$ cat src/rtl/imem_ctrl_if.sv
// Bundle of fetch, loader and memory-array signals around the instruction memory controller.
// slave is the controller's view; master is the view of the surrounding fetch/loader/memory.
interface imem_ctrl_if #(
  parameter int INST_SIZE = 16,
  parameter int PC_SIZE   = 13
);
  logic                 fetch_req;
  logic [PC_SIZE-1:0]   fetch_addr;
  logic [INST_SIZE-1:0] fetch_instr;
  logic                 fetch_valid;
  logic                 stall;
  logic                 load_valid;
  logic [PC_SIZE-1:0]   load_addr;
  logic [INST_SIZE-1:0] load_data;
  logic                 load_ready;
  logic [PC_SIZE-1:0]   mem_addr;
  logic [INST_SIZE-1:0] mem_wdata;
  logic                 mem_we;
  logic [INST_SIZE-1:0] mem_rdata;
  logic                 boot_done;
  logic                 load_err;

  modport slave (
    input  fetch_req, fetch_addr, load_valid, load_addr, load_data, mem_rdata,
    output fetch_instr, fetch_valid, stall, load_ready, mem_addr, mem_wdata, mem_we,
           boot_done, load_err
  );

  modport master (
    output fetch_req, fetch_addr, load_valid, load_addr, load_data, mem_rdata,
    input  fetch_instr, fetch_valid, stall, load_ready, mem_addr, mem_wdata, mem_we,
           boot_done, load_err
  );
endinterface

$ cat src/rtl/imem_ctrl.sv
// Single-port instruction memory controller: post-reset clear, then loader-priority
// arbitration against CPU fetch with a bounded loader burst and registered fetch data.
//
// state | meaning
// CLEAR | writing zero to every word, one per cycle, fetch and loader held off
// RUN   | normal operation, loader wins unless it has starved fetch LOAD_BURST times
module imem_ctrl #(
  parameter int INST_SIZE  = 16,
  parameter int PC_SIZE    = 13,
  parameter int DEPTH      = 24,
  parameter int LOAD_BURST = 4
) (
  input  logic       clk,
  input  logic       rst,
  imem_ctrl_if.slave bus
);
  localparam int CW = $clog2(DEPTH + 1);
  localparam int BW = $clog2(LOAD_BURST + 1);
  localparam logic [PC_SIZE-1:0] DEPTH_A   = PC_SIZE'(DEPTH);
  localparam logic [CW-1:0]      CLR_LAST  = CW'(DEPTH - 1);
  localparam logic [BW-1:0]      BURST_MAX = BW'(LOAD_BURST);

  typedef enum logic {CLEAR = 1'b0, RUN = 1'b1} state_t;

  state_t         state;
  logic [CW-1:0]  clear_cnt;
  logic [BW-1:0]  burst_cnt;
  logic           load_grant;
  logic           fetch_grant;
  logic           load_in_range;
  logic           fetch_in_range;
  logic           burst_full;

  always_comb begin
    load_in_range  = bus.load_addr < DEPTH_A;
    fetch_in_range = bus.fetch_addr < DEPTH_A;
    burst_full     = burst_cnt == BURST_MAX;
    load_grant     = 1'b0;
    fetch_grant    = 1'b0;
    bus.load_ready = 1'b0;
    bus.stall      = bus.fetch_req;
    bus.mem_we     = 1'b0;
    bus.mem_addr   = bus.fetch_addr;
    bus.mem_wdata  = '0;
    if (state == CLEAR) begin
      bus.mem_we   = 1'b1;
      bus.mem_addr = PC_SIZE'(clear_cnt);
    end else begin
      load_grant     = bus.load_valid && !(bus.fetch_req && burst_full);
      fetch_grant    = bus.fetch_req && !load_grant;
      bus.load_ready = load_grant;
      bus.stall      = bus.fetch_req && !fetch_grant;
      if (load_grant) begin
        // out-of-range loader words are acknowledged but never reach the array
        bus.mem_we    = load_in_range;
        bus.mem_addr  = bus.load_addr;
        bus.mem_wdata = bus.load_data;
      end
    end
  end

  always_ff @(posedge clk) begin
    if (!rst) begin
      state           <= CLEAR;
      clear_cnt       <= '0;
      burst_cnt       <= '0;
      bus.fetch_instr <= '0;
      bus.fetch_valid <= 1'b0;
      bus.boot_done   <= 1'b0;
      bus.load_err    <= 1'b0;
    end else begin
      case (state)
        CLEAR: begin
          bus.fetch_valid <= 1'b0;
          clear_cnt       <= clear_cnt + 1'b1;
          if (clear_cnt == CLR_LAST) begin
            state         <= RUN;
            bus.boot_done <= 1'b1;
          end
        end
        RUN: begin
          bus.fetch_valid <= fetch_grant;
          if (fetch_grant)
            bus.fetch_instr <= fetch_in_range ? bus.mem_rdata : '0;
          if (load_grant && !load_in_range)
            bus.load_err <= 1'b1;
          if (!bus.fetch_req || fetch_grant)
            burst_cnt <= '0;
          else if (load_grant && !burst_full)
            burst_cnt <= burst_cnt + 1'b1;
        end
        default: state <= CLEAR;
      endcase
    end
  end
endmodule

$ cat src/flat_wrapper.sv
// flat-port wrapper written by rule: the top's interface ports become plain ports
module imem_ctrl_flat 
#(
  parameter int INST_SIZE  = 16,
  parameter int PC_SIZE    = 13,
  parameter int DEPTH      = 24,
  parameter int LOAD_BURST = 4
)
  (clk, rst, bus_fetch_req, bus_fetch_addr, bus_load_valid, bus_load_addr, bus_load_data, bus_mem_rdata, bus_fetch_instr, bus_fetch_valid, bus_stall, bus_load_ready, bus_mem_addr, bus_mem_wdata, bus_mem_we, bus_boot_done, bus_load_err);
  imem_ctrl_if #(.INST_SIZE(INST_SIZE), .PC_SIZE(PC_SIZE)) bus_i ();
  input  logic clk;
  input  logic rst;
  input wire logic [$bits(bus_i.fetch_req)-1:0] bus_fetch_req;
  input wire logic [$bits(bus_i.fetch_addr)-1:0] bus_fetch_addr;
  input wire logic [$bits(bus_i.load_valid)-1:0] bus_load_valid;
  input wire logic [$bits(bus_i.load_addr)-1:0] bus_load_addr;
  input wire logic [$bits(bus_i.load_data)-1:0] bus_load_data;
  input wire logic [$bits(bus_i.mem_rdata)-1:0] bus_mem_rdata;
  output wire logic [$bits(bus_i.fetch_instr)-1:0] bus_fetch_instr;
  output wire logic [$bits(bus_i.fetch_valid)-1:0] bus_fetch_valid;
  output wire logic [$bits(bus_i.stall)-1:0] bus_stall;
  output wire logic [$bits(bus_i.load_ready)-1:0] bus_load_ready;
  output wire logic [$bits(bus_i.mem_addr)-1:0] bus_mem_addr;
  output wire logic [$bits(bus_i.mem_wdata)-1:0] bus_mem_wdata;
  output wire logic [$bits(bus_i.mem_we)-1:0] bus_mem_we;
  output wire logic [$bits(bus_i.boot_done)-1:0] bus_boot_done;
  output wire logic [$bits(bus_i.load_err)-1:0] bus_load_err;
  assign bus_i.fetch_req = bus_fetch_req;
  assign bus_i.fetch_addr = bus_fetch_addr;
  assign bus_i.load_valid = bus_load_valid;
  assign bus_i.load_addr = bus_load_addr;
  assign bus_i.load_data = bus_load_data;
  assign bus_i.mem_rdata = bus_mem_rdata;
  assign bus_fetch_instr = bus_i.fetch_instr;
  assign bus_fetch_valid = bus_i.fetch_valid;
  assign bus_stall = bus_i.stall;
  assign bus_load_ready = bus_i.load_ready;
  assign bus_mem_addr = bus_i.mem_addr;
  assign bus_mem_wdata = bus_i.mem_wdata;
  assign bus_mem_we = bus_i.mem_we;
  assign bus_boot_done = bus_i.boot_done;
  assign bus_load_err = bus_i.load_err;
  imem_ctrl #(.INST_SIZE(INST_SIZE), .PC_SIZE(PC_SIZE), .DEPTH(DEPTH), .LOAD_BURST(LOAD_BURST)) u_core (.clk(clk), .rst(rst), .bus(bus_i));
endmodule
$ cat config.mk
export PLATFORM = sky130hd
export DESIGN_NAME = imem_ctrl_flat
export DESIGN_NICKNAME = d
export VERILOG_FILES = /design/src/rtl/imem_ctrl_if.sv /design/src/rtl/imem_ctrl.sv /design/src/flat_wrapper.sv
export SDC_FILE = /design/constraint.sdc
export NUM_CORES = 1
export LEC_CHECK = 0
export BUFFER_PORTS_ARGS = -buffer_cell sky130_fd_sc_hd__clkbuf_2
export CAP_MARGIN = 20
export CELL_PAD_IN_SITES_DETAIL_PLACEMENT = 0
export CELL_PAD_IN_SITES_GLOBAL_PLACEMENT = 2
export CORE_ASPECT_RATIO = 0.9
export CORE_UTILIZATION = 20
export CTS_CLUSTER_SIZE = 10
export DETAILED_ROUTE_END_ITERATION = 6
export HOLD_SLACK_MARGIN = 0.1
export PLACE_DENSITY_LB_ADDON = 0.1
export SETUP_SLACK_MARGIN = 0.2
export SLEW_MARGIN = 25
export SYNTH_ARGS = -nofsm -noshare
export SYNTH_HDL_FRONTEND = slang
export SYNTH_SLANG_ARGS = --single-unit
$ cat constraint.sdc
create_clock -name clk -period 2.1 [get_ports clk]
set_clock_uncertainty 0.15 [all_clocks]
set_input_delay 0.42 -clock clk [delete_from_list [all_inputs] [get_ports clk]]
set_output_delay 0.42 -clock clk [all_outputs]
set_load 0.03 [all_outputs]
# Yosys cells after proc, flatten, opt, wreduce, memory -nomap -nowiden
# Cells that the tools add are included.
# totals
register_bits	28
inputBits	62
output_inout_bits	51
wordCells	47
# op_classes
n_addsub	2
n_lt_le_gt_ge	2
n_eq_ne	2
muxes	15
bitwise	1
n_reduce_logical	18
# op_table
cell	n
$mux W16	3
$lt A13 B5 Y1 const B	2
$mux W13	2
$reduce_and A2 Y1	4
$mux W1	7
$logic_and A1 B1 Y1	6
$logic_not A1 Y1	6
$mux W3	2
$add A5 B1 Y5 const B	1
$eq A5 B5 Y1 const B	1
$add A3 B1 Y3 const B	1
$eq A3 B3 Y1 const B	1
$pmux W1 S2	1
$reduce_bool A2 Y1	1
$logic_or A1 B1 Y1	1
$not A1 Y1	1

# Depth between registers and ports, before layout
# Gate-level depths: netlist of the first run.
# logic_depth
word_depth	10
ltp_mapped	7
ltp_nobuf	5

# Least setup slack after synthesis of the first run
# OpenSTA, ideal clock, no wires.
# synth_path
path_kind	register to output
from	reg u_core.burst_cnt[0]
to	out bus_mem_addr[4]
arrival_ns	1.716
required_ns	1.530
slack_ns	-0.186
stages_incl_launch_ff	7
n_path_buf	1
cell_sequence	dfxtp_1 > inv_1 > ha_1 > nand3_1 > clkbuf_1 > nand3_1 > a31oi_1
# synth_between
elab_chain_cells	6
# synth_rtl
element	line	text
start, declared	imem_ctrl.sv:27	logic [BW-1:0] burst_cnt;
start signal, assigned	imem_ctrl.sv:90	burst_cnt <= burst_cnt + 1'b1;
$eq A3 B3 Y1	imem_ctrl.sv:37	burst_full = burst_cnt == BURST_MAX;
$logic_and A1 B1 Y1	imem_ctrl.sv:49	load_grant = bus.load_valid && !(bus.fetch_req && burst_full);
$logic_not A1 Y1	imem_ctrl.sv:49	
$logic_and A1 B1 Y1	imem_ctrl.sv:49	
$mux W13	imem_ctrl.sv:53	if (load_grant) begin
$mux W13	imem_ctrl.sv:45	if (state == CLEAR) begin
end, declared	flat_wrapper.sv:23	output wire logic [$bits(bus_i.mem_addr)-1:0] bus_mem_addr;
# Every way passes these cells.

# Final worst setup path of the first run
# layout_path
from	reg u_core.burst_cnt[0]
to	out bus_mem_wdata[1]
# layout_between
elab_chain_cells	6
# layout_rtl
element	line	text
$eq A3 B3 Y1	imem_ctrl.sv:37	
$logic_and A1 B1 Y1	imem_ctrl.sv:49	
$logic_not A1 Y1	imem_ctrl.sv:49	
$logic_and A1 B1 Y1	imem_ctrl.sv:49	
$mux W16	imem_ctrl.sv:53	
$mux W16	imem_ctrl.sv:45	
end, declared	flat_wrapper.sv:24	output wire logic [$bits(bus_i.mem_wdata)-1:0] bus_mem_wdata;
# Every way passes these cells.

==> impl_metrics.csv, run 1 <==
group,metric,value,unit
outcome,status,"finished with violations",
outcome,violations,"setup timing",
flow_run,cap_viol_max_count,0,
global_route,grt_pass1_vias,1962,
clock_tree,cts.path.max_buffers,2,
die,die_x,97.5,um
die,fp.dieArea,8570,sq um
logic_synthesis,syn_area_per_cell,7.67,sq um
clock_tree,clkLatencyLatePin,0.27,ns
logic_synthesis,synth_area,1640,sq um
die,design.core.area,7730,sq um
layout,final_nets,400,
timing,tightest_slew,0.344,ns
timing,setup_tns,-2.80,ns
clock_tree,path_clk_slew,0.10,ns
global_route,antenna_found_initial,0,
route,ant_nets,0,
placement,detailed_place_hpwl,4550,um
layout,syn_to_final_growth,77.6,%
logic_synthesis,synthAdderAreaFrac,2.29,%
route,drtPass1Iterations,4,
critical_path,worstPathRequired,1.53,ns
clock_tree,cts_tree,"done",
logic_synthesis,ys_seq_elements,28,
timing,min_period,2.25,ns
timing,hold_viol,0,
logic_synthesis,synth_top_family_by_area,"simple AND/OR/NAND/NOR gates",
timing,worst_slew_margin_rel,76.9,%
route,drc,0,
logic_synthesis,seq_area_frac_synth,34.1,%
hold_path,hold_path_class,"reg2reg",
die,num_io_pins,113,
layout,n_antenna_cell,0,
timing,setup_violations,29,
critical_path,r2r_setup_slack,0.53,ns
die,initial_core_util,21.2,%
global_route,grt_overflow,0,
timing,slew_viol_final,0,
logic_synthesis,syn-num-nets,279,
logic_synthesis,synth_cells,214,
critical_path,r2r_start,"u_core.burst_cnt[0]",
critical_path,critPathCapture,"bus_mem_wdata[1]",
clock_tree,htree_levels,1,
timing,final.period_utilization,107,%
global_route,grt_pass1_wl,9980,um
critical_path,worst_r2r_endpoint,"u_core.bus.fetch_instr[15]",
route,wire_per_inst,14.5,um
logic_synthesis,synth_compound_area_share,22.9,%
clock_tree,cts_root_buffer,"clkbuf_8",
timing,layout_setup_ws,-0.149,ns
critical_path,reg2reg_depth,6,
layout,final_cell_area,2920,sq um
logic_synthesis,synthSimpleGateAreaFrac,31.7,%
critical_path,startpoint_type,"flop",
placement,placed_cell_area,2490,sq um
clock_tree,cts_inserted_buffers,3,
critical_path,cp-end-kind,"output pin",
critical_path,arrival,1.68,ns
power_and_ir_drop,p_leak,1.27,nW
layout,fillers,832,
route,via_per_inst,4.76,
timing,rsz0062_at_grt,"yes",
layout,layout-drive-gt1-share,53.3,%
route,wl,6220,um
route,drtIter0Drc,78,
logic_synthesis,yosys_warnings,0,
logic_synthesis,synthXorXnorAreaFrac,1.07,%
critical_path,worstSetupPathType,"reg2out",
critical_path,cp_max_fo,18,
placement,gp_congestion,0.695,
timing,timing.fmax,445,MHz
power_and_ir_drop,p_per_area,367,nW/um^2
power_and_ir_drop,max-vdd-ir-drop,0.000325,V
die,die_h,87.9,um
logic_synthesis,synthMuxAreaShare,0.610,%
global_route,track_usage,14.4,%
layout,final_util,37.7,%
logic_synthesis,ys_types,38,
global_route,grt_max_degree,30,
clock_tree,clock-sinks,28,
critical_path,startpoint,"u_core.burst_cnt[0]",
die,rows,30,
placement,port_buffers,112,
route,vias,2047,
## worst max-delay path, cell delays in order, from the launching register on
cell and delay (ns):
dfxtp_2 0.36, inv_2 0.05, ha_4 0.17, and3_4 0.21, nor3_4 0.15, buf_12 0.16, and2_1 0.14, clkbuf_8 0.16
## worst min-delay path by stage
stage                               from                        end  slack (ns)  cells past startpoint
3_5_place_dp         u_core.burst_cnt[0]        u_core.burst_cnt[0]        0.32                      2
6_report       u_core.bus.fetch_instr[8]  u_core.bus.fetch_instr[8]        0.35                      1
2_1_floorplan        u_core.burst_cnt[1]        u_core.burst_cnt[1]        0.31                      2
5_1_grt        u_core.bus.fetch_instr[8]  u_core.bus.fetch_instr[8]        0.38                      1
4_1_cts        u_core.bus.fetch_instr[8]  u_core.bus.fetch_instr[8]        0.36                      1
3_3_place_gp         u_core.burst_cnt[1]        u_core.burst_cnt[1]        0.33                      2
## cell usage after synthesis, drive strengths merged
library cell	n	area (sq um)
a31o	1	8.76
buf	9	60.1
a21boi	2	15.0
o211ai	2	15.0
a32o	16	160
nor2	9	33.8
o21ai	15	75.1
clkinv	1	3.75
nand4b	1	8.76
nand3	15	75.1
or3	2	12.5
mux2i	1	10.0
nor4	4	25.0
inv	4	15.0
clkbuf	10	40.0
dfxtp	28	561
and3b	1	8.76
nor2b	2	12.5
nand2	25	96.4
nand2b	1	6.26
or2	1	6.26
nand4	3	18.8
o21a	1	7.51
nand3b	1	7.51
ha	3	37.5
and2	17	106
a21oi	14	70.1
and3	2	12.5
xor2	1	8.76
nor3	17	90.1
a31oi	4	25.0
xnor2	1	8.76
## cell families (layout without fill, tap and decap cells)
kind of cell / after synthesis / in the layout
mux: 1 / 1
fa+ha+maj: 3 / 3
xor+xnor: 2 / 2
flops: 28 / 28
buf+inv: 24 / 143
simple gates: 101 / 102
compound gates: 55 / 55
## where the power goes
group	leakage [nW]	switching [mW]	internal (mW)
registers	0.228	0.00564	0.536
clock network	0.0288	0.169	0.168
logic	1.01	0.104	0.0868
total	1.27	0.278	0.790
## final cells by class
cell class | instances | area (sq um) | area share (%)
repair buffers | 134 | 1030 | 35.4
multi-input cells | 163 | 1130 | 38.6
well taps | 96 | 120 | 4.12
clock buffers | 4 | 55.1 | 1.89
flip-flops and latches | 28 | 564 | 19.4
inverters | 5 | 18.8 | 0.644
## what timing repair did
| item | CTS | global route |
|---|---|---|
| setup endpoints to repair | 32 | 32 |
| pin swaps | 9 | 4 |
| gates resized for setup | 70 | 24 |
| setup buffers | 4 | 3 |
| hold buffers | 0 | 0 |
| gates cloned | 1 | 0 |
## cells in the final DEF (no fill, tap or decap), drive strengths merged
cell type,n
nand3b,1
clkinv,1
a32o,16
o21a,1
a21boi,2
and3b,1
dfxtp,28
inv,4
clkbuf,99
xnor2,1
a31oi,4
nor4,4
xor2,1
o211ai,2
nand3,15
nand2b,1
nand4,3
nor2b,2
a31o,1
or3,2
and2,17
and3,3
ha,3
or2,1
mux2i,1
o21ai,15
nor2,9
nand4b,1
buf,39
nor3,17
nand2,25
a21oi,14
## state kept, by name, summed over array words and instances (netlist names)
signal / flops
u_core.bus.fetch_instr: 16
u_core.clear_cnt: 5
u_core.burst_cnt: 3
u_core.bus.boot_done: 1
u_core.bus.fetch_valid: 1
u_core.bus.load_err: 1
u_core.state: 1
## through the flow
| stage | instances | power, mW | hold WS [ns] | setup WS [ns] |
|---|---|---|---|---|
| finish | 430 | 1.07 | 0.354 | -0.149 |
| detailed placement | 418 | 0.732 | 0.324 | 0.0429 |
| global placement | 418 | 0.734 | 0.328 | 0.0503 |
| floorplan | 214 | 0.631 | 0.307 | 0.157 |
| CTS | 427 | 1.09 | 0.359 | -0.145 |
| global route | 430 | 1.13 | 0.384 | -0.243 |
## per-layer routing
metal	wire length, um	vias up	GRT usage, %
met4	48	0	1.87
met5	0	-	0
met3	315	4	2.87
met2	3140	71	26.4
met1	2720	947	18.1
li1	-	1025	-
(Power assumes the default switching activity.)
==> inputs of run 2 (changes only) <==
--- a/config.mk
+++ b/config.mk
@@ -8,9 +8,9 @@
 export BUFFER_PORTS_ARGS = -buffer_cell sky130_fd_sc_hd__clkbuf_2
 export CAP_MARGIN = 20
 export CELL_PAD_IN_SITES_DETAIL_PLACEMENT = 0
-export CELL_PAD_IN_SITES_GLOBAL_PLACEMENT = 2
+export CELL_PAD_IN_SITES_GLOBAL_PLACEMENT = 1
 export CORE_ASPECT_RATIO = 0.9
-export CORE_UTILIZATION = 20
+export CORE_UTILIZATION = 27
 export CTS_CLUSTER_SIZE = 10
 export DETAILED_ROUTE_END_ITERATION = 6
 export HOLD_SLACK_MARGIN = 0.1
==> impl_metrics.csv, run 2 (synthesized netlist as in run 1, its figures left out) <==
group,metric,value,unit
global_route,grt_pass1_wl,9160,um
placement,detailed_place_hpwl,4040,um
route,wire_per_inst,13.9,um
critical_path,critPathCapture,"bus_mem_wdata[4]",
die,initial_core_util,28.5,%
global_route,grt_pass1_vias,1841,
route,drtIter0Drc,67,
die,fp.dieArea,6400,sq um
critical_path,cpMaxStageDelayCell,"dfxtp_2",
layout,top_register,"u_core.bus.fetch_instr",
layout,fin_cells,406,
outcome,violations,"DRC, setup timing",
flow_run,cap_viol_max_count,0,
critical_path,startpoint,"u_core.burst_cnt[1]",
route,vias,2033,
critical_path,startpoint_type,"flop",
hold_path,min_delay_path_depth,1,
timing,worst_slew_margin_rel,60.2,%
die,die_h,76.0,um
critical_path,reg2reg_depth,5,
route,wl,5660,um
critical_path,cp_max_fo,9,
placement,dp_cells,392,
timing,fin_hold_ws,0.327,ns
die,design.core.area,5760,sq um
global_route,track_usage,17.4,%
timing,slew_viol_final,0,
layout,mostFrequentLayoutCells,"clkbuf_2, clkbuf_8, dfxtp_1, buf_4, nand2_1",
layout,n_antenna_cell,0,
layout,layout-drive-gt1-share,54.2,%
critical_path,worstSetupPathType,"reg2out",
die,die_x,84.2,um
route,drtPass1Iterations,6,
timing,setup_violations,32,
clock_tree,path_clk_slew,0.10,ns
timing,final.period_utilization,108,%
route,ant_nets,0,
die,num_io_pins,113,
clock_tree,clock-sinks,28,
power_and_ir_drop,p_leak,1.30,nW
critical_path,worstPathRequired,1.53,ns
layout,final_nets,402,
timing,setup_tns,-4.36,ns
layout,syn_to_final_growth,79.2,%
clock_tree,htree_levels,1,
outcome,status,"finished with violations",
route,drc,26,
timing,rsz0062_at_grt,"yes",
global_route,antenna_found_initial,0,
critical_path,cp-end-kind,"output pin",
placement,gp_congestion,0.735,
timing,hold_viol,0,
timing,min_period,2.28,ns
timing,layout_setup_ws,-0.177,ns
critical_path,arrival,1.71,ns
clock_tree,cts.path.max_buffers,2,
clock_tree,cts_tree,"done",
placement,port_buffers,112,
layout,largest_reg_flops,16,
clock_tree,cts_root_buffer,"clkbuf_8",
layout,largestRegisters,"u_core.bus.fetch_instr: 16 flops, u_core.clear_cnt: 5 flops, u_core.burst_cnt: 3 flops",
power_and_ir_drop,p_per_area,392,nW/um^2
timing,timing.fmax,439,MHz
critical_path,r2r_start,"u_core.burst_cnt[1]",
critical_path,r2r_setup_slack,0.39,ns
critical_path,worstPathCellList,"inv_2 -> ha_4 -> and3_4 -> nor3_4 -> buf_4 -> buf_16 -> and2_1 -> clkbuf_8",
layout,final_common_cell,"clkbuf_2",
critical_path,slowest_delay,0.35,ns
clock_tree,cts_inserted_buffers,3,
global_route,grt_max_degree,20,
timing,tightest_slew,0.597,ns
power_and_ir_drop,finalPower,1.15,mW
clock_tree,clkLatencyLatePin,0.28,ns
power_and_ir_drop,max-vdd-ir-drop,0.000371,V
die,rows,26,
global_route,grt_overflow,0,
route,via_per_inst,5.01,
critical_path,worst_r2r_endpoint,"u_core.bus.fetch_instr[5]",
hold_path,hold_path_class,"reg2reg",
## run 2: layout make-up
type                            count  area [sq um]
Fill cell                         561          2820
Sequential cell                    28           564
Clock buffer                        3          41.3
Tap cell                           70          87.6
Inverter                            5          18.8
Timing Repair Buffer              137          1060
Clock inverter                      1          30.0
Multi-Input combinational cell    162          1140
## run 2: per-layer routing
metal  global-route usage (%)  wire length (um)  share of wire, %  vias up
met2                     29.1              2680                47       77
met4                     4.14                73               1.3        0
met3                     3.47               405               7.2        6
li1                         -                 -                 -     1022
met5                        0                 0                 0        -
met1                     23.1              2500                44      928
## run 2: through the flow
step / setup slack (ns) / utilization, % / cell area, sq um
2_1_floorplan: 0.157 / - / 1750
3_3_place_gp: 0.0689 / 42.2 / 2430
3_5_place_dp: 0.0366 / 42.2 / 2430
4_1_cts: -0.177 / 50.8 / 2920
5_1_grt: -0.256 / 51.1 / 2940
6_report: -0.177 / 51.1 / 2940
## run 2: worst min path at each step
stage               slack [ns]              endpoint                 start
CTS                       0.34  u_core.bus.boot_done  u_core.bus.boot_done
global route              0.35  u_core.bus.boot_done  u_core.bus.boot_done
global placement          0.30  u_core.bus.boot_done  u_core.bus.boot_done
floorplan                 0.31   u_core.burst_cnt[1]   u_core.burst_cnt[1]
finish                    0.33  u_core.bus.boot_done  u_core.bus.boot_done
detailed placement        0.31  u_core.bus.boot_done  u_core.bus.boot_done
## run 2: where the power goes
group / leakage [nW] / internal [mW] / switching (mW)
combinational: 1.04 / 0.0826 / 0.100
sequential: 0.228 / 0.536 / 0.00522
clock: 0.0357 / 0.255 / 0.173
## run 2: timing repair
action,CTS,global route
resized for setup,82,11
setup endpoints to repair,32,32
cloned,1,0
setup buffers,9,0
hold buffers,0,0
pin swaps,5,3
## run 2: critical path: cells and delay by family, from the launching register on
kind,cells,cell delay [ns]
buffers and inverters,4,0.47
DFF,1,0.35
adders and majority gates,1,0.15
and+or+nand+nor,3,0.45
